<file path="src/rtl/stack_ctrl_pkg.sv">
// Shared encodings for the stack controller: op codes, write sources, FSM states.
package stack_ctrl_pkg;

   localparam logic [2:0] OP_NOP     = 3'b000;
   localparam logic [2:0] OP_PUSH    = 3'b001;
   localparam logic [2:0] OP_POP     = 3'b010;
   localparam logic [2:0] OP_BINOP   = 3'b011;
   localparam logic [2:0] OP_REPLACE = 3'b100;
   localparam logic [2:0] OP_CLEAR   = 3'b101;

   localparam logic [1:0] SRC_NONE = 2'b00;
   localparam logic [1:0] SRC_ALU  = 2'b01;
   localparam logic [1:0] SRC_DMEM = 2'b10;
   localparam logic [1:0] SRC_PC   = 2'b11;

   typedef enum logic {
      ST_IDLE = 1'b0,
      ST_WB   = 1'b1
   } state_t;

endpackage

</file>
<file path="src/rtl/stack_src_mux.sv">
// Selects the stack write source; SRC_NONE yields zero.
module stack_src_mux
   import stack_ctrl_pkg::*;
#(
   parameter int unsigned REG_BITS = 32
) (
   input  logic [1:0]          push_src,
   input  logic [REG_BITS-1:0] alu_result,
   input  logic [REG_BITS-1:0] dmem_rdata,
   input  logic [REG_BITS-1:0] pc_temp,
   output logic [REG_BITS-1:0] data
);

   // Source select
   always_comb begin
      data = '0;
      case (push_src)
         SRC_ALU:  data = alu_result;
         SRC_DMEM: data = dmem_rdata;
         SRC_PC:   data = pc_temp;
         default:  data = '0;
      endcase
   end

endmodule

</file>
<file path="src/rtl/stack_controller.sv">
// Stack pointer / depth owner and Stack_Memory sequencer. BINOP takes an
// accept cycle (operands visible on read1/read2) plus a write-back cycle.
module stack_controller
   import stack_ctrl_pkg::*;
#(
   parameter int unsigned REG_BITS   = 32,
   parameter int unsigned DEPTH      = 64,
   parameter int unsigned STACK_BASE = 0
) (
   input  logic                         clk,
   input  logic                         rst_n,
   input  logic                         op_valid,
   output logic                         op_ready,
   input  logic [2:0]                   op_code,
   input  logic [1:0]                   push_src,
   input  logic [REG_BITS-1:0]          alu_result,
   input  logic [REG_BITS-1:0]          dmem_rdata,
   input  logic [REG_BITS-1:0]          pc_temp,
   output logic [31:0]                  stack_sp,
   output logic                         stack_write,
   output logic [REG_BITS-1:0]          stack_wdata,
   output logic [31:0]                  top_sp,
   output logic [$clog2(DEPTH+1)-1:0]   depth,
   output logic                         empty,
   output logic                         full,
   output logic                         op_done,
   output logic                         err_overflow,
   output logic                         err_underflow
);

   localparam int unsigned DW = $clog2(DEPTH+1);

   state_t              state, state_nxt;
   logic [DW-1:0]       depth_nxt;
   logic [REG_BITS-1:0] result_q, result_nxt;
   logic [REG_BITS-1:0] src_data;
   logic                done_nxt, ovf_nxt, unf_nxt;

   stack_src_mux #(.REG_BITS(REG_BITS)) u_src_mux (
      .push_src   (push_src),
      .alu_result (alu_result),
      .dmem_rdata (dmem_rdata),
      .pc_temp    (pc_temp),
      .data       (src_data)
   );

   // Architectural status derived from the depth register
   assign top_sp = 32'(STACK_BASE) + 32'(depth);
   assign empty  = (depth == '0);
   assign full   = (depth == DW'(DEPTH));

   // State, depth, latched result, completion pulse and sticky errors
   always_ff @(posedge clk) begin
      if (!rst_n) begin
         state         <= ST_IDLE;
         depth         <= '0;
         result_q      <= '0;
         op_done       <= 1'b0;
         err_overflow  <= 1'b0;
         err_underflow <= 1'b0;
      end else begin
         state         <= state_nxt;
         depth         <= depth_nxt;
         result_q      <= result_nxt;
         op_done       <= done_nxt;
         err_overflow  <= ovf_nxt;
         err_underflow <= unf_nxt;
      end
   end

   // Next-state and memory-port decode; writes are suppressed while in reset
   always_comb begin
      state_nxt   = state;
      depth_nxt   = depth;
      result_nxt  = result_q;
      done_nxt    = 1'b0;
      ovf_nxt     = err_overflow;
      unf_nxt     = err_underflow;
      op_ready    = 1'b0;
      stack_sp    = top_sp;
      stack_write = 1'b0;
      stack_wdata = src_data;

      if (state == ST_IDLE) begin
         op_ready = 1'b1;
         if (op_valid) begin
            done_nxt = 1'b1;
            case (op_code)
               OP_PUSH: begin
                  if (!full) begin
                     stack_sp    = top_sp + 32'd1;
                     stack_write = rst_n;
                     depth_nxt   = depth + DW'(1);
                  end else begin
                     ovf_nxt = 1'b1;
                  end
               end
               OP_POP: begin
                  if (!empty) depth_nxt = depth - DW'(1);
                  else        unf_nxt   = 1'b1;
               end
               OP_BINOP: begin
                  if (32'(depth) >= 32'd2) begin
                     result_nxt = alu_result;
                     state_nxt  = ST_WB;
                     done_nxt   = 1'b0;
                  end else begin
                     unf_nxt = 1'b1;
                  end
               end
               OP_REPLACE: begin
                  if (!empty) stack_write = rst_n;
                  else        unf_nxt     = 1'b1;
               end
               OP_CLEAR: begin
                  depth_nxt = '0;
                  ovf_nxt   = 1'b0;
                  unf_nxt   = 1'b0;
               end
               default: ;
            endcase
         end
      end else begin
         stack_sp    = top_sp - 32'd1;
         stack_write = rst_n;
         stack_wdata = result_q;
         depth_nxt   = depth - DW'(1);
         done_nxt    = 1'b1;
         state_nxt   = ST_IDLE;
      end
   end

endmodule

</file>
<file path="config.mk">
export PLATFORM = sky130hd
export DESIGN_NAME = stack_controller
export DESIGN_NICKNAME = d
export VERILOG_FILES = /design/src/rtl/stack_ctrl_pkg.sv /design/src/rtl/stack_src_mux.sv /design/src/rtl/stack_controller.sv
export SDC_FILE = /design/constraint.sdc
export NUM_CORES = 1
export LEC_CHECK = 0
export CAP_MARGIN = 20
export CELL_PAD_IN_SITES_DETAIL_PLACEMENT = 0
export CELL_PAD_IN_SITES_GLOBAL_PLACEMENT = 1
export CORE_ASPECT_RATIO = 0.5
export CORE_UTILIZATION = 28
export CTS_CLUSTER_DIAMETER = 150
export DETAILED_ROUTE_END_ITERATION = 12
export PLACE_DENSITY_LB_ADDON = 0.1
export SLEW_MARGIN = 20
export SYNTH_ARGS = -nofsm -noshare
export SYNTH_HDL_FRONTEND = slang
export SYNTH_SLANG_ARGS = --single-unit
</file>
<file path="constraint.sdc">
create_clock -name clk -period 2.5 [get_ports clk]
set_input_delay 0.5 -clock clk [delete_from_list [all_inputs] [get_ports clk]]
set_output_delay 0.5 -clock clk [all_outputs]
set_load 0.01 [all_outputs]
</file>
# ---- After elaboration in Yosys (flattened, before gate mapping)
# Index checks and enable logic that the tools add are counted.
dict set report word_totals {
  in_bits 104
  elab_cells 67
  output_inout_bits 110
  ff_bits 43
}
dict set report classes {
  n_bitwise 4
  magnitude_cmp 1
  addsub 4
  n_reduce_logical 11
  n_eq_ne 14
  muxes 27
}
# operator n
set ops {}
lappend ops {{$pmux 32 s3} 1}
lappend ops {{$mux 32} 2}
lappend ops {{$mux 7} 4}
lappend ops {{$mux 8} 3}
lappend ops {{$pmux 7 s3} 1}
lappend ops {{$mux 1} 13}
lappend ops {{$reduce_and 4->1} 3}
lappend ops {{$add 7x1->8 const B} 1}
lappend ops {{$sub 7x1->8 const B} 1}
lappend ops {{$add 7x1->7 const B} 1}
lappend ops {{$eq 7x7->1 const B} 1}
lappend ops {{$ge 7x2->1 const B} 1}
lappend ops {{$logic_not 7->1} 1}
lappend ops {{$sub 7x1->7 const B} 1}
lappend ops {{$eq 3x2->1 const B} 2}
lappend ops {{$eq 3x3->1 const B} 2}
lappend ops {{$ne 3x3->1 const B} 2}
lappend ops {{$reduce_and 5->1} 1}
lappend ops {{$eq 2x2->1 const B} 2}
lappend ops {{$ne 2x2->1 const B} 2}
lappend ops {{$not 1->1} 4}
lappend ops {{$pmux 1 s2} 2}
lappend ops {{$reduce_bool 2->1} 2}
lappend ops {{$reduce_bool 4->1} 1}
lappend ops {{other kinds (7)} 7}

# ---- Longest topological paths before layout
# Gate-level depths: netlist (run 1).
dict set report logic_depth {
  word_depth 5
  mapped_depth 10
  depth_no_buf 7
}

# ---- Cells and area by module
# Synthesis (run 1) repeated with hierarchy kept, for this count alone.
dict set report unflattened {
  cells_unflattened 457
  hier_area_um2 3990.1
}
# mod area_per_inst_um2 seq_area_each_um2 instances cells_per_inst
set modules_own_cells {}
lappend modules_own_cells {stack_controller 3090.5 860.8 1 380}
lappend modules_own_cells {stack_src_mux 899.6 0.0 1 77}

# ---- Worst setup path after synthesis (run 1)
# OpenSTA, ideal clock, no wires.
dict set report synth_path {
  path_type {reg2out}
  startpoint {register depth[0]}
  endpoint {output port stack_write}
  path_stages_with_launch 10
  t_arrival_ns 1.948
  setup_slack_ns 0.052
  path_buffers 2
  required_time_ns 2.000
  cell_sequence {dfxtp_1 -> buf_2 -> inv_1 -> ha_1 -> nor3b_2 -> and3_1 -> buf_2 -> o31a_1 -> nor3b_1 -> o21a_1}
}
dict set report synth_via {
  elab_chain_len 5
  elab_cells_between_ends 7
  classes_between {eq/ne (1); mux (5); reduce/logical (1)}
}
# item line
set synth_rtl {}
lappend synth_rtl {{start, declared} stack_controller.sv:23} ;# output logic [$clog2(DEPTH+1)-1:0] depth,
lappend synth_rtl {{start signal, assigned} stack_controller.sv:63} ;# depth <= depth_nxt;
lappend synth_rtl {{$eq 7x7->1} stack_controller.sv:50} ;# assign full = (depth == DW'(DEPTH));
lappend synth_rtl {{net full} stack_controller.sv:25} ;# output logic full,
lappend synth_rtl {{$mux 1} stack_controller.sv:90} ;# if (!full) begin
lappend synth_rtl {{$pmux 1 s2} stack_controller.sv:88} ;# case (op_code)
lappend synth_rtl {{$mux 1} stack_controller.sv:86} ;# if (op_valid) begin
lappend synth_rtl {{$mux 1} stack_controller.sv:84} ;# if (state == ST_IDLE) begin
lappend synth_rtl {{end, declared} stack_controller.sv:20} ;# output logic stack_write,
# The timed path passes the listed nets, and every way through them passes these cells.

# ---- Worst setup path in the final report (run 1)
dict set report layout_path {
  startpoint {register depth[0]}
  endpoint {output port stack_write}
}
dict set report layout_via {
  elab_chain_len 5
  elab_cells_between_ends 7
  classes_between {eq/ne (1); mux (5); reduce/logical (1)}
}
# item line
set layout_rtl {}
lappend layout_rtl {{$eq 7x7->1 / $logic_not 7->1 (equally long branches)} {stack_controller.sv:50, stack_controller.sv:49}}
lappend layout_rtl {{$mux 1, on equally long branches} {stack_controller.sv:90, stack_controller.sv:112}}
lappend layout_rtl {{$pmux 1 s2 *} stack_controller.sv:88}
lappend layout_rtl {{$mux 1 *} stack_controller.sv:86}
lappend layout_rtl {{$mux 1 *} stack_controller.sv:84}
# Every way passes the cells marked *; elsewhere a longest branch is shown, timed or not.

==> impl_metrics.ini, run 1 <==
[timing]
finalHoldViolCount = 0
period_share = 0.991
setup_tns_ns = 0
worst_pin_slew_ns = 0.774
rsz0062_at_grt = true
fin_ws_ns = 0.0235
setup_viol = 0
slew_headroom = 0.484
fin_crit_ns = 2.48
finClkSkew_ns = 0.00782
max_clock_freq_mhz = 404
hold_slack_ns = 0.457
slew_violations = 0

[flow_run]
cap_violations = 0

[logic_synthesis]
synth_area_leaders = dfxtp_1 (21%), buf_4 (10%), mux2_2 (8.9%)
ys.flop_type = dfxtp_1
async_flop_share = 0
synth_common_cells = buf_4 (56), a21oi_1 (44), nand2_1 (44)
synth_top_area_cell = dfxtp_1
synth_edf_count = 0
avgSynthCellArea_um2 = 7.92
yosysUniqueCellTypes = 59
syn_area_um2 = 4040
synth_top_area_frac = 0.213
synthCells = 510
ys_warn_count = 0
synth_seq_area_share = 0.213
ys_seq_elements = 43
yosysMostFrequentCell = buf_4

[pwr]
p_leak_nw = 2.68
pwr_density_cell_nw_per_um2 = 359
ir_drop_v = 0.000207

[floorplanning]
rows = 30
dieHeight_um = 86.9
boundaryPins = 214
die-area_um2 = 14900
die_width_um = 172
start_util = 0.292
coreArea_um2 = 13800

[worst_setup_path]
crit_chain = inv_2, ha_4, nor3b_4, and3_4, buf_4, o31a_1, nor3b_2, o21a_1, buf_2
cpMaxStageDelayCell = dfxtp_2
cp.required_ns = 2.00
start_kind = flip-flop
r2r_cells = 9
rrSetupSlack_ns = 0.52
arrival_ns = 1.98
worst-path-stages = 9
timing_worst_setup_path_type = reg2out
crit_fanout = 3
worstPathBufferInverterCount = 3
crit_family = simple AND/OR/NAND/NOR gates
max_stage_delay_ns = 0.34
cp-end-kind = output port

[finish]
fin_util = 0.470
fin_cells = 893
multi_input_area_um2 = 2580
drive_gt1_frac = 0.298
diodes = 0
fillers = 1397
nNetsFinal = 807
area_growth_pct = 60.9
seq_area_um2 = 865

[cts]
cts_buffers = 5
htreeDepth = 2
clkSinkCount = 43
cts_root_buf = clkbuf_16
cts_hold_buf = 0
path_clk_slew_ns = 0.06
clockBufferDepth = 2
cts_tree = yes
clkLatencyLatePin_ns = 0.29

[global_routing]
grt_overflow = 0
grtUsageTotal = 0.172
grt_max_degree = 65
grt_pass1_wl_um = 20400
antenna_found_initial = 0
grt_pass1_vias = 4043

[drt]
drc = 0
drt_iter0_drc = 200
drtAntennaViolNets = 0
wl_per_cell_um = 14.1
viasPerCell = 4.75
drt-pass1-iter-count = 4
routed_wl_um = 12600
num_vias = 4240

[hold_path]
min_path_type = reg2reg
hold_path_depth = 2

[place]
place_ws_ns = -0.499
dp.cells = 870
gp_congestion = 0.853
io_buffers = 188
dpl.hpwl_um = 9150

[status]
status = completed
-- through the flow --
step | cell area (um^2) | power (W)
after floorplan | 4130 | 0.00108
after global placement | 6110 | 0.00147
after detailed placement | 6110 | 0.00147
after CTS | 6420 | 0.00235
after global routing | 6490 | 0.00246
final | 6490 | 0.00233
-- worst register-to-register path, delay by kind of cell (launching register included) --
kind	cells	cell delay (ns)
flip-flops	1	0.40
AND/OR/NAND/NOR	3	0.38
buffers and inverters	4	0.77
AO/OA/AOI/OAI	2	0.39
-- layer usage --
| metal | up-vias | routed length (um) | track usage |
|---|---|---|---|
| met4 | 0 | 97 | 0.0362 |
| met1 | 1980 | 5830 | 0.220 |
| met2 | 133 | 6040 | 0.300 |
| met3 | 6 | 663 | 0.0336 |
| li1 | 2121 | - | - |
| met5 | - | 0 | 0 |
-- registers in the layout, indices dropped and copies added (netlist names) --
register,count
op_done,1
state,1
result_q,32
err_overflow,1
depth,7
err_underflow,1
-- area by class of cell --
type | count | share of cell area
clock inverters | 2 | 0.00925
clock buffers | 6 | 0.0198
inverters | 39 | 0.0225
flip-flops and latches | 43 | 0.133
repair buffers | 262 | 0.381
well taps | 192 | 0.0370
multi-input cells | 349 | 0.397
-- power by group --
group | internal [W] | total [W] | leakage (nW) | switching [W]
sequential | 0.000697 | 0.000706 | 0.349 | 0.00000926
combinational | 0.000431 | 0.000765 | 2.24 | 0.000334
clock | 0.000574 | 0.000863 | 0.0911 | 0.000290
-- placed cells by master, fill, tap and decap left out, types with 5 or more instances in the layout --
cell type / n
nor3_1: 5
dfxtp_1: 40
nand3_2: 28
a21oi_1: 43
o21ai_0: 12
clkdlybuf4s50_1: 115
o21ai_2: 28
buf_12: 8
buf_6: 8
a221oi_1: 33
buf_2: 10
clkbuf_16: 5
buf_4: 58
nor2_1: 8
dlygate4sd2_1: 58
inv_1: 35
nand3_1: 8
conb_1: 25
nand2_1: 44
mux2_2: 32
-- final timing paths --
kind	end	start
setup / recovery	stack_write	depth[0]$_SDFFE_PN0P_
hold / removal	result_q[28]$_SDFFE_PN0P_	result_q[28]$_SDFFE_PN0P_
setup reg to reg	result_q[8]$_SDFFE_PN0P_	depth[3]$_SDFFE_PN0P_
hold reg to reg	result_q[28]$_SDFFE_PN0P_	result_q[28]$_SDFFE_PN0P_
-- logic make-up (layout without fill, tap and decap cells) --
group | after synthesis | count (layout) | synth area share
AO/OA/AOI/OAI | 151 | 151 | 0.269
XOR/XNOR | 5 | 5 | 0.0108
AND/OR/NAND/NOR | 131 | 131 | 0.198
flip-flops | 43 | 43 | 0.213
other | 1 | 25 | 0.000929
buffers and inverters | 142 | 309 | 0.205
multiplexers | 34 | 34 | 0.0942
adder cells (fa/ha/maj) | 3 | 3 | 0.00930
-- timing repair --
| action | in CTS | in global routing |
|---|---|---|
| setup endpoints to repair | 67 | 11 |
| pin swaps | 5 | 7 |
| buffers inserted | 9 | 4 |
| resized for setup | 134 | 14 |
| cloned | 2 | 0 |
No activity file was read; power rests on OpenSTA's default activity.
==> run 2, diff against run 1 <==
ABC_AREA = 1   (was not set)
CORE_UTILIZATION = 24   (was 28)
==> impl_metrics.ini, run 2 <==
[hold_path]
min_path_type = reg2reg
hp-start = result_q[12]$_SDFFE_PN0P_
min_to = result_q[12]$_SDFFE_PN0P_
hold_path_depth = 2

[pwr]
p_int_w = 0.00153
combPwrFrac = 0.394
seqPwrFrac = 0.331
p_switching_w = 0.000712
clockPowerShare = 0.275
ir_drop_v = 0.000222
switching_share = 0.318
total_power_w = 0.00224
p_leak_nw = 3.16
pwr_density_cell_nw_per_um2 = 379

[floorplanning]
boundaryPins = 214
start_util = 0.247
die-area_um2 = 15400
coreArea_um2 = 14500
dieHeight_um = 88.3
die_width_um = 175
rows = 31

[logic_synthesis]
synth_top_area_frac = 0.241
ys_warn_count = 0
yosysMostFrequentCell = nand2_1
yosysUniqueCellTypes = 26
avgSynthCellArea_um2 = 5.82
async_flop_share = 0
ys_seq_elements = 43
synth_seq_area_share = 0.241
synthCells = 614
synth_top_area_cell = dfxtp_1
synth_edf_count = 0
synth_common_cells = nand2_1 (188), o21ai_0 (79), inv_1 (60)
synth_area_leaders = dfxtp_1 (24%), nand2_1 (20%), buf_4 (12%)
ys.flop_type = dfxtp_1
syn_area_um2 = 3580

[global_routing]
antenna_found_initial = 0
grt_util_met3 = 0.0387
grt_overflow = 0
use_met1 = 0.185
grt_max_degree = 61
grtUsageTotal = 0.152
grt_pass1_vias = 3757
grt_busiest_layer = met2
use_met2 = 0.280
grt_pass1_wl_um = 18800

[cts]
clkSinkCount = 43
cts_tree = yes
clockBufferDepth = 2
clkLatencyLatePin_ns = 0.28
path_clk_slew_ns = 0.06
cts_buffers = 5
htreeDepth = 2
cts_root_buf = clkbuf_16

[timing]
rsz0062_at_grt = false
period_share = 0.957
finalHoldViolCount = 0
max_clock_freq_mhz = 418
fin_crit_ns = 2.39
setup_viol = 0
fin_ws_ns = 0.107
slew_violations = 0
hold_slack_ns = 0.444
finClkSkew_ns = 0.00328

[worst_setup_path]
worstPathBufferInverterCount = 4
crit_chain = clkdlybuf4s50_1, nand2_2, nor2_4, buf_4, buf_12, nand2_1, a22oi_1, dlygate4sd2_1
max_stage_delay_ns = 0.50
crit_fanout = 6
cp.required_ns = 2.00
timing.rr.start = depth[0]$_SDFFE_PN0P_
r2r_cells = 9
rrSetupSlack_ns = 0.66
crit_family = buffers and inverters
timing_worst_setup_path_type = in2out
cp-end-kind = output port
r2r_end = result_q[31]$_SDFFE_PN0P_
arrival_ns = 1.89
cpMaxStageDelayCell = clkdlybuf4s50_1
worst-path-stages = 8
start_kind = input pin

[drt]
viasPerCell = 4.23
routed_wl_um = 12100
drt_iter0_drc = 117
drt-pass1-iter-count = 4
num_vias = 4200
wl_per_cell_um = 12.2
drtAntennaViolNets = 0
drc = 0

[finish]
fin_util = 0.408
final_cell_mix = nand2_1 (187), clkdlybuf4s50_1 (119), o21ai_0 (75)
top_regs = result_q x32, depth x7
diodes = 0
largest_reg_flops = 32
layout_commonest_cell = nand2_1
nNetsFinal = 904
fillers = 1620
drive_gt1_frac = 0.132
top_register = result_q
area_growth_pct = 65.7

[status]
status = completed

[flow_run]
cap_violations = 0

[place]
io_buffers = 188
gp_congestion = 0.849
place_ws_ns = -0.434
dpl.hpwl_um = 9110
[run 2: changes by cell type in the layout (fill, tap and decap cells not counted), sizes merged, moves of 24 or more]
cell	delta
a221oi	-34
buf	-34
dlygate4sd2	-54
dlymetal6s2s	+36
inv	+24
mux2	-32
nand2	+146
nor2	+32
o21ai	+38
[run 2: through the flow]
step	cells	area (um^2)	TNS, ns
floorplan	638	3670	0
global placement	980	5620	-10.81
detailed placement	980	5620	-11.62
CTS	987	5770	-3.97
global route	994	5920	0
finish	994	5920	0
[run 2: power groups by stage]
stage / Sequential, W / Combinational, W / Clock (W)
after floorplan: 0.000761 / 0.000441 / 0
after global placement: 0.000755 / 0.000907 / 0
after detailed placement: 0.000755 / 0.000901 / 0
after CTS: 0.000742 / 0.000889 / 0.000652
after global routing: 0.000747 / 0.000986 / 0.000688
final: 0.000742 / 0.000884 / 0.000617
[run 2: layout make-up]
cell class | instances | area [um^2] | area share
clock buffers | 6 | 129 | 0.0218
inverters | 62 | 233 | 0.0393
multi-input cells | 447 | 2070 | 0.349
flip-flops and latches | 43 | 863 | 0.146
well taps | 198 | 248 | 0.0418
repair buffers | 238 | 2380 | 0.402
[run 2: how the worst max path moves through the flow]
stage | end | from | slack [ns]
2_1_floorplan | stack_sp[10] | depth[2]$_SDFFE_PN0P_ | 0.08
3_3_place_gp | stack_sp[5] | op_code[1] | -0.47
3_5_place_dp | stack_sp[5] | op_code[1] | -0.43
4_1_cts | stack_wdata[26] | push_src[0] | -0.27
5_1_grt | stack_sp[4] | op_code[1] | 0.0002
6_report | stack_sp[3] | op_valid | 0.11
[run 2: what timing repair did]
| action | in CTS | in global routing |
|---|---|---|
| setup endpoints to repair | 65 | 64 |
| setup buffers | 1 | 5 |
| gates cloned | 0 | 2 |
| resized for setup | 54 | 110 |
| pin swaps | 2 | 3 |
| hold buffers | 0 | 0 |
[run 2: kinds of logic after synthesis]
family          share of synthesized area
other cells                       0.00105
compound gates                      0.180
buf+inv                             0.223
xor+xnor                          0.00980
simple gates                        0.335
flops                               0.241
fa+ha+maj                          0.0105
[run 2: tightest hold or removal path, cell delays in order (launching register included)]
cell and delay, ns:
dfxtp_1 0.30, inv_1 0.05, a21oi_1 0.05
[run 2: per-layer routing]
layer / part of all wire / routed length, um / up-vias
met2: 0.48 / 5840 / 125
li1: - / - / 2234
met5: 0 / 0 / -
met4: 0.0033 / 40 / 0
met1: 0.44 / 5390 / 1839
met3: 0.069 / 840 / 2
==> run 3, diff against run 2 <==
ABC_AREA = not set   (was 1)
CORE_UTILIZATION = 28   (was 24)
==> results of run 3 <==
Same layout as run 1: the final DEF is identical, and so are final timing and power.
